--- src/rtl/mem_io_responder.sv ---
// Memory/IO responder for the LC-3 MAR/MDR/MIO_EN interface: word RAM plus one
// memory-mapped I/O word, with a programmable number of wait states before R.
module mem_io_responder #(
  parameter int          ADDR_BITS   = 8,
  parameter int          WAIT_CYCLES = 2,
  parameter logic [15:0] IO_ADDR     = 16'hFFFF
) (
  input  logic        Clk,
  input  logic        Reset_ah,
  input  logic        MIO_EN,
  input  logic        WE,
  input  logic [15:0] ADDR,
  input  logic [15:0] Data_from_CPU,
  input  logic [15:0] Switches,
  output logic [15:0] Data_to_CPU,
  output logic        R,
  output logic [15:0] HEX_Data
);

  localparam int DEPTH = 1 << ADDR_BITS;

  typedef enum logic [1:0] {S_IDLE, S_WAIT, S_RESPOND, S_HOLD} state_t;

  state_t      state_q, state_d;
  logic [3:0]  cnt_q, cnt_d;
  logic [15:0] addr_q, addr_d;
  logic        we_q, we_d;
  logic [15:0] wdata_q, wdata_d;
  logic [15:0] dout_q, dout_d;
  logic [15:0] hex_q, hex_d;

  logic [15:0] mem [DEPTH];

  logic access;
  logic is_io;
  logic in_ram;
  logic mem_we;

  // State register
  always_ff @(posedge Clk) begin
    if (Reset_ah) begin
      state_q <= S_IDLE;
    end else begin
      state_q <= state_d;
    end
  end

  // Next-state logic
  always_comb begin
    state_d = state_q;
    unique case (state_q)
      S_IDLE:    if (MIO_EN) state_d = S_WAIT;
      S_WAIT:    if (cnt_q == 4'd0) state_d = S_RESPOND;
      S_RESPOND: state_d = MIO_EN ? S_HOLD : S_IDLE;
      S_HOLD:    if (!MIO_EN) state_d = S_IDLE;
      default:   state_d = S_IDLE;
    endcase
  end

  // Output logic: R comes straight from the registered state
  always_comb begin
    R = (state_q == S_RESPOND);
  end

  // Request latch, wait counter and access decode
  always_comb begin
    addr_d  = addr_q;
    we_d    = we_q;
    wdata_d = wdata_q;
    cnt_d   = cnt_q;
    dout_d  = dout_q;
    hex_d   = hex_q;

    access = (state_q == S_WAIT) && (cnt_q == 4'd0);
    is_io  = (addr_q == IO_ADDR);
    in_ram = ((addr_q >> ADDR_BITS) == 16'd0);
    mem_we = access && we_q && in_ram && !is_io;

    if (state_q == S_IDLE && MIO_EN) begin
      addr_d  = ADDR;
      we_d    = WE;
      wdata_d = Data_from_CPU;
      cnt_d   = 4'(WAIT_CYCLES);
    end else if (state_q == S_WAIT && cnt_q != 4'd0) begin
      cnt_d = cnt_q - 4'd1;
    end

    // Out-of-range addresses read as zero and drop writes instead of aliasing
    if (access) begin
      if (we_q) begin
        if (is_io) hex_d = wdata_q;
      end else if (is_io) begin
        dout_d = Switches;
      end else if (in_ram) begin
        dout_d = mem[addr_q[ADDR_BITS-1:0]];
      end else begin
        dout_d = 16'h0000;
      end
    end
  end

  always_ff @(posedge Clk) begin
    if (Reset_ah) begin
      cnt_q  <= 4'd0;
      dout_q <= 16'h0000;
      hex_q  <= 16'h0000;
    end else begin
      cnt_q  <= cnt_d;
      dout_q <= dout_d;
      hex_q  <= hex_d;
    end
  end

  always_ff @(posedge Clk) begin
    addr_q  <= addr_d;
    we_q    <= we_d;
    wdata_q <= wdata_d;
  end

  // Reset wins over a commit landing on the same edge
  always_ff @(posedge Clk) begin
    if (mem_we && !Reset_ah) begin
      mem[addr_q[ADDR_BITS-1:0]] <= wdata_q;
    end
  end

  assign Data_to_CPU = dout_q;
  assign HEX_Data    = hex_q;

endmodule
--- config.mk ---
export PLATFORM = sky130hd
export DESIGN_NAME = mem_io_responder
export DESIGN_NICKNAME = d
export VERILOG_FILES = /design/src/rtl/mem_io_responder.sv
export SDC_FILE = /design/constraint.sdc
export NUM_CORES = 2
export LEC_CHECK = 0
export CAP_MARGIN = 5
export CORE_MARGIN = 2
export CORE_UTILIZATION = 65
export CTS_CLUSTER_SIZE = 12
export DETAILED_ROUTE_END_ITERATION = 8
export HOLD_SLACK_MARGIN = 0.08
export MAX_ROUTING_LAYER = met4
export PLACE_DENSITY = 0.81
export SETUP_SLACK_MARGIN = 0.1
export SLEW_MARGIN = 15
export SYNTH_ARGS = -nofsm -noshare
export SYNTH_HDL_FRONTEND = slang
export SYNTH_SLANG_ARGS = --single-unit
export TNS_END_PERCENT = 50
--- constraint.sdc ---
create_clock -name Clk -period 6.4 [get_ports Clk]
set_input_delay 1.28 -clock Clk [delete_from_list [all_inputs] [get_ports Clk]]
set_output_delay 1.28 -clock Clk [all_outputs]
set_load 0.02 [all_outputs]
==> flow_summary.json <==
{
  "max-slew-margin-rel_pct": 8.27,
  "synth_async_sr_flop_share_pct": 0,
  "skew_ns": 0.0843,
  "ant_nets": 0,
  "hold_path_class": "flop to flop",
  "path_max_fanout": 32,
  "timing.fmax_mhz": 205,
  "fin_ws_ns": 1.52,
  "setup_tns_ns": 0,
  "violations": "DRC",
  "synth.ff_latch_count": 4175,
  "avgSynthCellArea_um2": 21.9,
  "hold_ws_ns": 0.460,
  "final_cells": 11400,
  "p_leak_nw": 56.1,
  "initial_core_util_pct": 65.4,
  "start_kind": "flop",
  "cts_root_buf": "clkbuf_16",
  "die_h_um": 501,
  "track_usage_pct": 39.8,
  "clock-sinks": 4175,
  "rsz0062_at_grt": "no",
  "cts_tree": "built",
  "yosysWarnings": 0,
  "portBuffers": 84,
  "synthesis.area_mm2": 0.161,
  "syn_to_final_growth_pct": 11.2,
  "cts_buffers": 415,
  "synth-edff-count": 4129,
  "dr_total_vias": 86800,
  "die-area_mm2": 0.251,
  "drc": 2,
  "setup_violations": 0,
  "layout_common_cells": "edfxtp_1, mux4_2, clkbuf_16, buf_4, nor2_1",
  "hold_violations": 0,
  "fin_crit_sh_pct": 76.3,
  "wl_um": 480000,
  "grt_pass1_wl_um": 668000,
  "drive_gt1_share_pct": 24.4,
  "cts_hold_buf": 0,
  "worst_pin_slew_ns": 1.38,
  "yosysSeqAreaShare_pct": 77.8,
  "core-area_mm2": 0.246,
  "postSynthCellCount": 7322,
  "fin_crit_ns": 4.88,
  "synth_nets": 7375,
  "clkTransAtPathRegs_ns": 0.06,
  "row_count": 182,
  "globalplace.congestion": 1.02,
  "hold_start": "HEX_Data[8]",
  "grt_pass1_vias": 86200,
  "status": "finished with violations",
  "clock_path_buffers": 4,
  "arrival_ns": 5.71,
  "critPathKind": "flop to flop",
  "synth_top_cells_by_area": "edfxtp_1, mux4_2, mux2i_1",
  "post-route-util_pct": 72.7,
  "synthDominantCellAreaShare_pct": 77.2,
  "synth-main-ff-cell": "edfxtp_1",
  "place_ws_ns": 0.958,
  "vdd_ir_drop_max_mv": 0.290,
  "post_cts_resized": 0,
  "hpwlAfterDp_um": 268000,
  "rrSetupSlack_ns": 1.52,
  "clock_latency_ns": 1.03,
  "ys_types": 77,
  "ctsHtreeMaxLevel": 5,
  "maxCapViolCount": 0,
  "die_w_um": 501,
  "pin_count": 85,
  "drt_iter0_markers": 18100,
  "postCtsSetupRepairBufs": 0,
  "grt_overflow": 0,
  "avgViaCountPerCell": 7.64,
  "maxSlewViolCount": 0,
  "wl_per_cell_um": 42.3,
  "required_ns": 7.23,
  "synth_top_area_cell": "edfxtp_1",
  "drtPass1Iterations": 9,
  "grt_max_degree": 194,
  "power_density_mw_per_mm2": 324,
  "antenna_found_initial": 53,
  "dp_cells": 10700,
  "layout_commonest_cell": "edfxtp_1",
  "fin_nets": 7929,
  "cp-end-kind": "flop"
}
layer usage:
metal  track usage [%]  wire, um  vias up
li1                  -         -    31900
met1              48.0    144000    43700
met2              57.7    221000     9178
met3              13.1     73500     1961
met4              27.4     41700        0
met5                 -         0        -
flip-flops by register name, summed over array words and instances, names as in the netlist, named ones only:
name         flops
cnt_q            4
state_q          2
wdata_q         16
HEX_Data        16
we_q             1
Data_to_CPU     16
addr_q          16
mem           4096
kinds of logic (layout without fill, tap and decap cells):
family / after synthesis / in the layout / share of synthesized area, %
AOI/OAI and AO/OA: 572 / 572 / 2.51
adders and majority gates: 1 / 1 / 0.00779
DFF: 4175 / 4175 / 77.8
and+or+nand+nor: 898 / 898 / 2.44
other: 0 / 78 / 0
muxes: 1255 / 1255 / 15.5
xor gates and xnor gates: 3 / 3 / 0.0164
buffers and inverters: 418 / 1152 / 1.76
Yosys cell counts (10+ instances only):
cell,number
clkbuf_1,108
o221ai_1,23
nor3_1,59
nand4_1,20
a31oi_1,23
buf_4,83
a311oi_1,17
buf_12,11
nor2b_1,16
o32ai_1,15
dfxtp_1,46
buf_6,58
mux2_2,24
a21oi_1,86
nand3_1,64
a2111oi_0,10
and3_1,29
a22oi_1,123
nand2b_1,11
nor2_1,336
a221oi_1,31
nor4_1,16
buf_1,15
o21ai_0,61
mux4_2,971
o22ai_1,67
o211ai_1,12
nand2_1,307
a211oi_1,31
edfxtp_1,4129
buf_8,14
a22o_1,35
buf_2,115
mux2i_1,252
cell type report:
type | instances | area [um2]
timing repair buffer | 546 | 4880
tap | 3220 | 4030
inverter | 9 | 45.0
sequential | 4175 | 125000
antenna | 78 | 195
fill | 12600 | 67200
multi-input combinational | 2729 | 33100
clock buffer | 539 | 11000
clock inverter | 58 | 364
critical path, cell delays in order (launching register included):
cell,delay (ns)
dfxtp_4,0.69
buf_16,0.36
buf_12,0.33
buf_4,0.34
mux4_2,0.56
mux2i_1,0.27
o21ai_0,0.14
nor3_1,0.41
nor4_1,0.23
a211oi_1,1.08
o32ai_1,0.22
where the power goes:
part	switching [W]	internal, W	total [W]	leakage (nW)
Clock	0.00978	0.0120	0.0217	5.53
Combinational	0.00384	0.00191	0.00575	13.1
Sequential	0.000129	0.0302	0.0304	37.5
Total	0.0137	0.0441	0.0578	56.1
final timing paths:
check / to / cells after the start
setup / recovery: Data_to_CPU[3] / 10
hold / removal: HEX_Data[8] / 2
setup reg to reg: Data_to_CPU[3] / 10
hold reg to reg: HEX_Data[8] / 2
through the flow:
step,power (W),cell area [um2]
finish,0.0578,179000
floorplan,0.0342,161000
detailed placement,0.0363,167000
CTS,0.0575,178000
global placement,0.0362,167000
global route,0.0587,178000
(Power assumes the default switching activity.)
